`src/rtl/reg27_readout.sv`:
```
// Snapshot a WIDTH-bit register word on request and stream it LSB-first as CHUNK-bit beats
// over valid/ready. Optional trailing parity beat when REG27_READOUT_PARITY_EN is defined.
module reg27_readout #(
    parameter int unsigned WIDTH = 27,
    parameter int unsigned CHUNK = 4,
    parameter int unsigned IDXW  = 3
) (
    input  logic             clk,
    input  logic             reset,
    input  logic             rd_req,
    input  logic [WIDTH-1:0] data_in,
    output logic             chunk_valid,
    input  logic             chunk_ready,
    output logic [CHUNK-1:0] chunk_data,
    output logic [IDXW-1:0]  chunk_idx,
    output logic             chunk_last,
    output logic             busy,
    output logic             done
);

    localparam int unsigned NCHUNK = (WIDTH + CHUNK - 1) / CHUNK;
    // Snapshot is padded to a whole number of chunks so the final beat shifts in zeros.
    localparam int unsigned PADW   = NCHUNK * CHUNK;
`ifdef REG27_READOUT_PARITY_EN
    localparam int unsigned NBEATS = NCHUNK + 1;
`else
    localparam int unsigned NBEATS = NCHUNK;
`endif
    localparam logic [IDXW-1:0] LAST_IDX = IDXW'(NBEATS - 1);

    typedef enum logic [1:0] {
        StIdle,
        StSend,
        StDone
    } state_e;

    state_e          state_q, state_d;
    logic [PADW-1:0] snap_q, snap_d;
    logic [IDXW-1:0] idx_q, idx_d;
`ifdef REG27_READOUT_PARITY_EN
    logic            parity_q, parity_d;
`endif

    always_ff @(posedge clk or posedge reset) begin
        if (reset) begin
            state_q  <= StIdle;
            snap_q   <= '0;
            idx_q    <= '0;
`ifdef REG27_READOUT_PARITY_EN
            parity_q <= 1'b0;
`endif
        end else begin
            state_q  <= state_d;
            snap_q   <= snap_d;
            idx_q    <= idx_d;
`ifdef REG27_READOUT_PARITY_EN
            parity_q <= parity_d;
`endif
        end
    end

    always_comb begin
        state_d  = state_q;
        snap_d   = snap_q;
        idx_d    = idx_q;
`ifdef REG27_READOUT_PARITY_EN
        parity_d = parity_q;
`endif
        unique case (state_q)
            StIdle: begin
                if (rd_req) begin
                    state_d  = StSend;
                    snap_d   = PADW'(data_in);
                    idx_d    = '0;
`ifdef REG27_READOUT_PARITY_EN
                    parity_d = ^data_in;
`endif
                end
            end
            StSend: begin
                if (chunk_ready) begin
                    snap_d = snap_q >> CHUNK;
                    idx_d  = idx_q + IDXW'(1);
                    if (idx_q == LAST_IDX) begin
                        state_d = StDone;
                    end
                end
            end
            StDone: begin
                state_d = StIdle;
            end
            default: begin
                state_d = StIdle;
            end
        endcase
    end

    // Beat fields are forced to zero outside SEND so idle/reset outputs read all-zero.
    always_comb begin
        chunk_valid = (state_q == StSend);
        busy        = (state_q == StSend);
        done        = (state_q == StDone);
        chunk_idx   = '0;
        chunk_data  = '0;
        chunk_last  = 1'b0;
        if (chunk_valid) begin
            chunk_idx  = idx_q;
            chunk_last = (idx_q == LAST_IDX);
            chunk_data = snap_q[CHUNK-1:0];
`ifdef REG27_READOUT_PARITY_EN
            if (idx_q == IDXW'(NCHUNK)) begin
                chunk_data = CHUNK'(parity_q);
            end
`endif
        end
    end

endmodule
```
`config.mk`:
```
export PLATFORM = sky130hd
export DESIGN_NAME = reg27_readout
export DESIGN_NICKNAME = d
export VERILOG_FILES = /design/src/rtl/reg27_readout.sv
export SDC_FILE = /design/constraint.sdc
export NUM_CORES = 1
export LEC_CHECK = 0
export ABC_AREA = 1
export ABC_CLOCK_PERIOD_IN_PS = 1500
export CORE_MARGIN = 2
export CORE_UTILIZATION = 49
export DETAILED_ROUTE_END_ITERATION = 10
export PLACE_DENSITY = 0.76
export SYNTH_ARGS = -nofsm -noshare
export SYNTH_HDL_FRONTEND = slang
export SYNTH_SLANG_ARGS = --single-unit
export TNS_END_PERCENT = 30
```
`constraint.sdc`:
```
create_clock -name clk -period 1.5 [get_ports clk]
set_clock_uncertainty 0.2 [all_clocks]
set_input_delay 0.3 -clock clk [delete_from_list [all_inputs] [get_ports clk]]
set_output_delay 0.3 -clock clk [all_outputs]
set_load 0.03 [all_outputs]
```
==> flow_metrics.py, run 1 <==
metrics = {
    "global_routing": {
        "first_global_vias": 1633,
        "grt_pass1_wl_um": 7140,
        "antenna_found_initial": 0,
        "track_usage": 0.229,
        "grt_max_degree": 33,
        "grt_remaining_overflow": 0,
    },
    "power": {
        "peakVddDrop_mv": 1.34,
        "power_density_nw_per_um2": 2000,
        "power.leakage_nw": 1.33,
        "total_power_mw": 4.94,
    },
    "setup_path": {
        "reg2reg_slack_ns": 0.05,
        "worst_setup_path_start_kind": "flip-flop",
        "timing.rr.end": "snap_q[2]",
        "r2r-start": "state_q[1]",
        "worst_r2r_path_depth": 8,
        "slowest_stage": "dfrtp_1",
        "worstSetupEndpointType": "output pin",
        "cp.required_ns": 1.00,
        "critPathLaunch": "state_q[1]",
        "critPathKind": "flip-flop to output pin",
        "crit_chain": "inv_2 -> nand2_4 -> buf_12 -> nor2_4 -> buf_6",
        "crit_fanout": 5,
        "max_stage_delay_ns": 0.40,
        "critical_path_arrival_ns": 1.26,
        "crit_path_end": "chunk_data[0]",
    },
    "logic_synthesis": {
        "muxShareOfSynthArea": 0,
        "ys_seq_area_frac": 0.470,
        "avgSynthCellArea_um2": 6.99,
        "synth_adder_area_share": 0.0147,
        "synthDistinctLibCells": 14,
        "synth_area_leaders": "dfrtp_1 47%, nand2_1 29%, nand3_1 9.1%, buf_2 3.2%, inv_1 2.9%",
        "synth_nets": 277,
        "yosys.area_share.xor_xnor": 0,
        "ys_warn_count": 0,
        "synth-simple-area-share": 0.426,
        "synth_compound_area_frac": 0.0117,
        "synth_largest_area_cell": "dfrtp_1",
        "netlist_area_um2": 1710,
        "synth_top_area_frac": 0.470,
        "ys_ff_latch": 32,
        "synth_ff_type": "dfrtp_1",
        "synthArstFlopShare": 1.00,
        "synth_edf_count": 0,
        "synth_top_family_by_area": "simple AND/OR/NAND/NOR gates",
        "ys_top_cells_by_count": "132 x nand2_1, 32 x dfrtp_1, 31 x nand3_1, 13 x inv_1, 11 x buf_2",
        "synth.most_common_cell": "nand2_1",
        "syn_inst": 244,
    },
    "die": {
        "start_util": 0.511,
        "die_x_um": 63.0,
        "ios": 42,
        "die_area_um2": 3970,
        "coreArea_um2": 3340,
        "dieHeight_um": 63.0,
        "core.rowCount": 21,
    },
    "drt": {
        "wl_per_cell_um": 11.7,
        "wirelength_um": 4030,
        "ant_nets": 0,
        "via_per_inst": 4.89,
        "dr.pass1.iters": 4,
        "drc_errors": 0,
        "initialDrtViolationCount": 131,
        "vias": 1688,
    },
    "timing": {
        "finalSetupViolations": 11,
        "relSlewSlack": 0.854,
        "finalHoldViolations": 0,
        "hold_ws_ns": 0.118,
        "max_clock_freq_mhz": 569,
        "fin_crit_ns": 1.76,
        "drv_slew": 0,
        "rsz0062_at_grt": "true",
        "fin_crit_sh": 1.17,
        "fin_ws_ns": -0.258,
        "worst_pin_slew_ns": 0.217,
    },
    "clock_network": {
        "cts-buffers-inserted": 5,
        "cts_max_level": 2,
        "clk_pin_slew_worst_paths_ns": 0.09,
        "clk_path_buf_depth": 2,
        "clock-root-buffer": "clkbuf_4",
        "insertion_delay_ns": 0.33,
        "clock-sinks": 32,
        "cts_tree": "done",
    },
    "final_layout": {
        "multiInputGateArea_um2": 851,
        "fin_nets": 331,
        "final_area_um2": 2470,
        "post_layout_nonfiller_instances": 345,
        "fillers": 261,
        "utilization": 0.741,
        "ff_latch_area_um2": 802,
        "syn2layout_area_growth_pct": 45.0,
        "n_antenna_cell": 0,
        "drive_gt1_frac": 0.191,
    },
    "place": {
        "placed_cell_area_um2": 2310,
        "hpwl_um": 2700,
        "io_buffers": 41,
        "dp.cells": 332,
        "gp_congestion": 0.719,
    },
    "outcome": {
        "violations": "setup timing",
        "run_status": "complete, but fails checks",
    },
    "worst_hold_path": {
        "hold_path.class": "input pin to asynchronous set/reset pin",
    },
    "flow_run": {
        "cap_viol_max_count": 0,
    },
}
per-layer routing:
metal  wire length (µm)  GRT usage  vias up
li1                   -          -      861
met4                 57     0.0750        0
met1               1840      0.283      781
met2               1940      0.379       40
met3                192     0.0739        6
met5                  0          0        -
sequential cells by signal, indices dropped and copies added (netlist names):
register	flops
snap_q	27
state_q	2
idx_q	3
worst min-delay path by stage:
stage / cells past startpoint / endpoint / slack (ns)
6_report: 3 / snap_q[2] / 0.12
2_1_floorplan: 1 / idx_q[0] / 0.22
4_1_cts: 3 / snap_q[7] / 0.12
3_5_place_dp: 2 / snap_q[24] / 0.29
3_3_place_gp: 2 / snap_q[24] / 0.29
5_1_grt: 3 / snap_q[7] / 0.12
what timing repair did:
| action | in CTS | in global routing |
|---|---|---|
| hold buffers | 0 | 0 |
| resized for setup | 14 | 5 |
| endpoints found under the setup margin | 11 | 32 |
| setup buffers | 5 | 0 |
| pin swaps | 4 | 0 |
| endpoints found under the hold margin | 0 | 0 |
per-stage QoR:
stage / setup TNS, ns / setup slack [ns]
4_1_cts: -2.62 / -0.276
2_1_floorplan: -0.0268 / -0.0167
5_1_grt: -3.50 / -0.324
3_5_place_dp: -2.99 / -0.117
6_report: -2.47 / -0.258
3_3_place_gp: -2.81 / -0.122
cell usage in the layout (no fill, tap or decap), types with 2 or more instances in the layout:
cell and count:
nor2_4 9, inv_2 3, nor2_1 2, nand3_1 31
inv_1 11, buf_12 5, dfrtp_1 31, nand2_2 2
buf_4 13, nand2_1 130, o21ai_0 2, o21ai_1 2
clkdlybuf4s50_1 30, clkbuf_4 5, buf_6 13, clkbuf_1 2
cell families (layout without fill, tap and decap cells):
| group | Yosys count | in the layout |
|---|---|---|
| compound gates | 4 | 4 |
| fa+ha+maj | 2 | 2 |
| buf+inv | 29 | 84 |
| flops | 32 | 32 |
| simple gates | 177 | 177 |
layout make-up:
class                   instances  share of cell area
repair buffers                 61               0.261
inverters                      15              0.0238
well taps                      46              0.0233
clock buffers                   8              0.0238
flip-flops and latches         32               0.324
multi-input cells             183               0.344
worst max-delay path, delay by kind of cell, from the launching register on:
kind          cells  cell delay, ns
buf+inv           3            0.37
flops             1            0.40
simple gates      2            0.17
report_power, final:
part           total, mW  internal, mW  switching [mW]
registers           1.41          1.20           0.209
logic               3.01          1.32            1.70
clock network      0.517         0.231           0.286
No activity file was read; power rests on OpenSTA's default activity.
==> run 2: changes to the inputs <==
--- a/config.mk
+++ b/config.mk
@@ -7,10 +7,12 @@
 export LEC_CHECK = 0
 export ABC_AREA = 1
 export ABC_CLOCK_PERIOD_IN_PS = 1500
+export CAP_MARGIN = 25
 export CORE_MARGIN = 2
 export CORE_UTILIZATION = 49
 export DETAILED_ROUTE_END_ITERATION = 10
-export PLACE_DENSITY = 0.76
+export GPL_ROUTABILITY_DRIVEN = 0
+export PLACE_DENSITY_LB_ADDON = 0.12
 export SYNTH_ARGS = -nofsm -noshare
 export SYNTH_HDL_FRONTEND = slang
 export SYNTH_SLANG_ARGS = --single-unit
==> run 2 against run 1 <==
The run still ends with setup timing left. Sequential power barely moved. Clock power rose by 47%. Via count rose by 5.0%. Die area did not move. Routed wire length rose by 9.3%.
==> flow_metrics.py, run 2 (synthesis results as in run 1) <==
metrics = {
    "final_layout": {
        "final_common_cell": "nand2_1",
        "n_antenna_cell": 0,
        "post_layout_nonfiller_instances": 357,
        "fillers": 231,
        "largest_reg_flops": 27,
        "fin_nets": 343,
        "drive_gt1_frac": 0.257,
        "top_register": "snap_q",
        "top_regs": "snap_q x27, idx_q x3, state_q x2",
        "final_cell_mix": "122 x nand2_1, 31 x dfrtp_1, 30 x nand3_1, 30 x clkdlybuf4s50_1, 20 x buf_4",
        "syn2layout_area_growth_pct": 55.7,
        "multiInputGateArea_um2": 888,
        "ff_latch_area_um2": 802,
    },
    "drt": {
        "routed.top_layer": "met4",
        "initialDrtViolationCount": 77,
        "via_per_inst": 4.96,
        "wl_met1_um": 1810,
        "ant_nets": 0,
        "drc_errors": 0,
        "wl_per_cell_um": 12.3,
        "vias": 1772,
        "dr_wl_met3_um": 202,
        "wl_met2_um": 2290,
        "dr.pass1.iters": 5,
        "wirelength_um": 4410,
    },
    "global_routing": {
        "antenna_found_initial": 0,
        "first_global_vias": 1612,
        "grt_max_degree": 33,
        "grt_remaining_overflow": 0,
        "track_usage": 0.222,
        "grt_pass1_wl_um": 6900,
    },
    "power": {
        "power_density_nw_per_um2": 2080,
        "total_power_mw": 5.53,
        "peakVddDrop_mv": 1.36,
        "power.leakage_nw": 1.42,
    },
    "place": {
        "hpwl_um": 2630,
        "dp_worst_setup_slack_ns": -0.137,
        "io_buffers": 41,
        "dp.cells": 336,
    },
    "clock_network": {
        "clk_pin_slew_worst_paths_ns": 0.11,
        "cts_tree": "done",
        "cts_max_level": 2,
        "clk_path_buf_depth": 2,
        "cts-buffers-inserted": 5,
        "clock-sinks": 32,
        "insertion_delay_ns": 0.35,
        "clock-root-buffer": "clkbuf_4",
    },
    "setup_path": {
        "critPathLaunch": "state_q[1]",
        "r2r-start": "state_q[1]",
        "critical_path_arrival_ns": 1.34,
        "critPathKind": "flip-flop to output pin",
        "worstSetupEndpointType": "output pin",
        "timing.rr.end": "idx_q[2]",
        "crit_path_end": "chunk_last",
        "reg2reg_slack_ns": -0.13,
        "crit_fanout": 4,
        "cp.required_ns": 1.00,
        "worst_r2r_path_depth": 9,
        "worst_setup_path_start_kind": "flip-flop",
    },
    "timing": {
        "max_clock_freq_mhz": 545,
        "drv_slew": 0,
        "fin_crit_ns": 1.84,
        "finalHoldViolations": 0,
        "worst_pin_slew_ns": 0.205,
        "fin_setup_tns_ns": -6.33,
        "fin_ws_ns": -0.335,
        "fin_crit_sh": 1.22,
        "finalSetupViolations": 42,
        "relSlewSlack": 0.862,
        "rsz0062_at_grt": "true",
    },
    "outcome": {
        "violations": "setup timing",
        "run_status": "complete, but fails checks",
    },
    "die": {
        "coreArea_um2": 3340,
        "core.rowCount": 21,
        "die_area_um2": 3970,
        "ios": 42,
        "die_x_um": 63.0,
        "dieHeight_um": 63.0,
        "start_util": 0.511,
    },
    "worst_hold_path": {
        "hold_path.class": "input pin to asynchronous set/reset pin",
    },
    "flow_run": {
        "cap_viol_max_count": 0,
    },
}
-- run 2: cell types whose count changed in the layout (fill, tap and decap cells not counted) --
cell,previous run,this run
buf_4,13,20
buf_6,13,18
bufinv_16,0,1
clkbuf_1,2,0
clkbuf_8,1,2
nand2_1,130,122
nand2_2,2,9
nand2_4,1,2
nand3_1,31,30
nand3_4,1,2
-- run 2: power breakdown --
part / internal [mW] / total (mW) / switching [mW]
Clock: 0.442 / 0.760 / 0.318
Combinational: 1.52 / 3.35 / 1.83
Sequential: 1.20 / 1.42 / 0.217
Total: 3.16 / 5.53 / 2.36
-- run 2: worst min-delay path by stage --
stage                             to  depth (start not counted)
after floorplan             idx_q[0]                          1
after global placement     snap_q[9]                          2
after detailed placement  snap_q[25]                          2
after CTS                  snap_q[7]                          3
after global routing       snap_q[7]                          3
final                      snap_q[0]                          3
-- run 2: metrics by stage --
step / hold slack, ns / area (µm²) / util
floorplan: 0.216 / 1780 / -
global placement: 0.293 / 2330 / 0.697
detailed placement: 0.292 / 2330 / 0.697
CTS: 0.0908 / 2500 / 0.751
global route: 0.0977 / 2660 / 0.796
finish: 0.0821 / 2660 / 0.796
-- run 2: layout make-up --
cell class,count,area share
Sequential cell,32,0.302
Multi-Input combinational cell,183,0.335
Inverter,15,0.0221
Timing Repair Buffer,73,0.284
Clock inverter,1,0.0113
Clock buffer,7,0.0245
Tap cell,46,0.0217
-- run 2: what timing repair did --
item / in CTS / in global routing
setup endpoints to repair: 11 / 37
resized for setup: 13 / 25
hold buffers: 0 / 0
cloned: 0 / 0
pin swaps: 4 / 2
setup buffers: 5 / 8
-- run 2: metal layers --
| metal | up-vias | GRT usage |
|---|---|---|
| li1 | 885 | - |
| met1 | 819 | 0.265 |
| met2 | 56 | 0.378 |
| met3 | 12 | 0.0468 |
| met4 | 0 | 0.108 |
| met5 | - | 0 |
-- run 2: worst max-delay path, stage by stage, from the launching register on --
cell and delay, ns:
dfrtp_1 0.42, inv_2 0.09, nand2_4 0.08, nor2_4 0.13, nand2_2 0.08, inv_4 0.06, buf_6 0.12
==> run 3: changes to the inputs <==
--- a/config.mk
+++ b/config.mk
@@ -16,4 +16,4 @@
 export SYNTH_ARGS = -nofsm -noshare
 export SYNTH_HDL_FRONTEND = slang
 export SYNTH_SLANG_ARGS = --single-unit
-export TNS_END_PERCENT = 30
+export TNS_END_PERCENT = 1
==> run 3 against run 2 <==
The flow still finishes with violations (setup timing). Worst setup slack gained 0.0083 ns. Via count shrank 2.5%. Critical path depth is the same. Clock power shrank 1%. Critical path type unchanged.
==> flow_metrics.py, run 3 (synthesis results as in run 1) <==
metrics = {
    "outcome": {
        "run_status": "complete, but fails checks",
        "violations": "setup timing",
    },
    "power": {
        "power.leakage_nw": 1.38,
        "power_density_nw_per_um2": 2080,
        "peakVddDrop_mv": 1.43,
        "total_power_mw": 5.32,
    },
    "die": {
        "die_area_um2": 3970,
        "core.rowCount": 21,
        "coreArea_um2": 3340,
        "dieHeight_um": 63.0,
        "start_util": 0.511,
        "ios": 42,
        "die_x_um": 63.0,
    },
    "global_routing": {
        "grt_remaining_overflow": 0,
        "antenna_found_initial": 0,
        "grt_pass1_wl_um": 6900,
        "track_usage": 0.222,
        "grt_max_degree": 33,
        "first_global_vias": 1612,
    },
    "timing": {
        "max_clock_freq_mhz": 547,
        "fin_crit_ns": 1.83,
        "fin_ws_ns": -0.327,
        "worst_pin_slew_ns": 0.178,
        "rsz0062_at_grt": "true",
        "finalSetupViolations": 11,
        "drv_slew": 0,
        "hold_ws_ns": 0.0870,
        "finalHoldViolations": 0,
        "relSlewSlack": 0.881,
        "fin_crit_sh": 1.22,
    },
    "clock_network": {
        "hold_buffers": 0,
        "cts_tree": "done",
        "clk_path_buf_depth": 2,
        "clock-sinks": 32,
        "cts-buffers-inserted": 5,
        "insertion_delay_ns": 0.34,
        "cts_max_level": 2,
        "clock-root-buffer": "clkbuf_4",
        "clk_pin_slew_worst_paths_ns": 0.11,
    },
    "setup_path": {
        "worst_r2r_path_depth": 9,
        "max_stage_delay_ns": 0.41,
        "r2r-start": "state_q[1]",
        "crit_fanout": 4,
        "crit_chain": "inv_2 -> nand2_4 -> nor2_4 -> nand2_2 -> inv_4 -> buf_6",
        "worstSetupEndpointType": "output pin",
        "slowest_stage": "dfrtp_1",
        "reg2reg_slack_ns": 0.01,
        "cp.required_ns": 1.00,
        "critPathKind": "flip-flop to output pin",
        "critical_path_arrival_ns": 1.33,
        "worst_setup_path_start_kind": "flip-flop",
        "timing.rr.end": "snap_q[10]",
    },
    "final_layout": {
        "top_regs": "snap_q x27, idx_q x3, state_q x2",
        "largest_reg_flops": 27,
        "fin_nets": 338,
        "n_antenna_cell": 0,
        "top_register": "snap_q",
        "utilization": 0.766,
        "syn2layout_area_growth_pct": 50.0,
        "post_layout_nonfiller_instances": 352,
        "drive_gt1_frac": 0.216,
        "final_area_um2": 2560,
        "final_common_cell": "nand2_1",
        "final_cell_mix": "128 x nand2_1, 31 x nand3_1, 31 x dfrtp_1",
    },
    "worst_hold_path": {
        "hold_path.class": "input pin to asynchronous set/reset pin",
    },
    "drt": {
        "vias": 1728,
        "dr.pass1.iters": 4,
        "wirelength_um": 4020,
        "wl_met1_um": 1670,
        "routed.top_layer": "met4",
        "dr_wl_met3_um": 166,
        "wl_met2_um": 2090,
        "wl_per_cell_um": 11.4,
        "drc_errors": 0,
        "ant_nets": 0,
        "via_per_inst": 4.91,
        "initialDrtViolationCount": 95,
    },
    "flow_run": {
        "cap_viol_max_count": 0,
    },
    "place": {
        "dp.cells": 336,
        "io_buffers": 41,
        "hpwl_um": 2630,
        "placed_cell_area_um2": 2330,
    },
}
==> run 3: routing by layer <==
| layer | vias up | GRT usage |
|---|---|---|
| li1 | 873 | - |
| met1 | 801 | 0.265 |
| met2 | 44 | 0.378 |
| met3 | 10 | 0.0468 |
| met4 | 0 | 0.108 |
| met5 | - | 0 |
==> run 3: layout make-up <==
type | count | area (µm²)
clock buffer | 7 | 65.1
clock inverter | 1 | 30.0
fill | 246 | 779
inverter | 15 | 58.8
multi-input combinational | 183 | 841
sequential | 32 | 802
tap | 46 | 57.6
timing repair buffer | 68 | 703
==> run 3: what timing repair did <==
item / in CTS / in global routing
buffers inserted: 5 / 3
gates resized for setup: 13 / 9
pin swaps: 4 / 1
endpoints found under the setup margin: 11 / 37
==> run 3: where the power goes <==
group | internal [mW] | switching [mW]
Sequential | 1.20 | 0.200
Combinational | 1.46 | 1.71
Clock | 0.442 | 0.310
==> run 3: per-stage QoR <==
step / worst slack, ns / TNS (ns)
finish: -0.327 / -2.83
floorplan: -0.0167 / -0.0268
detailed placement: -0.137 / -3.54
global placement: -0.121 / -3.00
CTS: -0.281 / -2.76
global route: -0.389 / -4.21
==> run 3: worst max path at each step <==
stage | start | endpoint | slack, ns | cells past startpoint
final | state_q[1] | chunk_last | -0.33 | 6
after global routing | state_q[1] | chunk_last | -0.39 | 6
after CTS | state_q[1] | chunk_data[2] | -0.28 | 5
after detailed placement | chunk_ready | idx_q[0] | -0.14 | 5
after global placement | chunk_ready | snap_q[5] | -0.12 | 6
after floorplan | state_q[1] | chunk_last | -0.02 | 5
==> run 3: critical path, delay by kind of cell, from the launching register on <==
| kind | cells | cell delay [ns] |
|---|---|---|
| buf+inv | 3 | 0.27 |
| simple gates | 3 | 0.31 |
| flops | 1 | 0.41 |
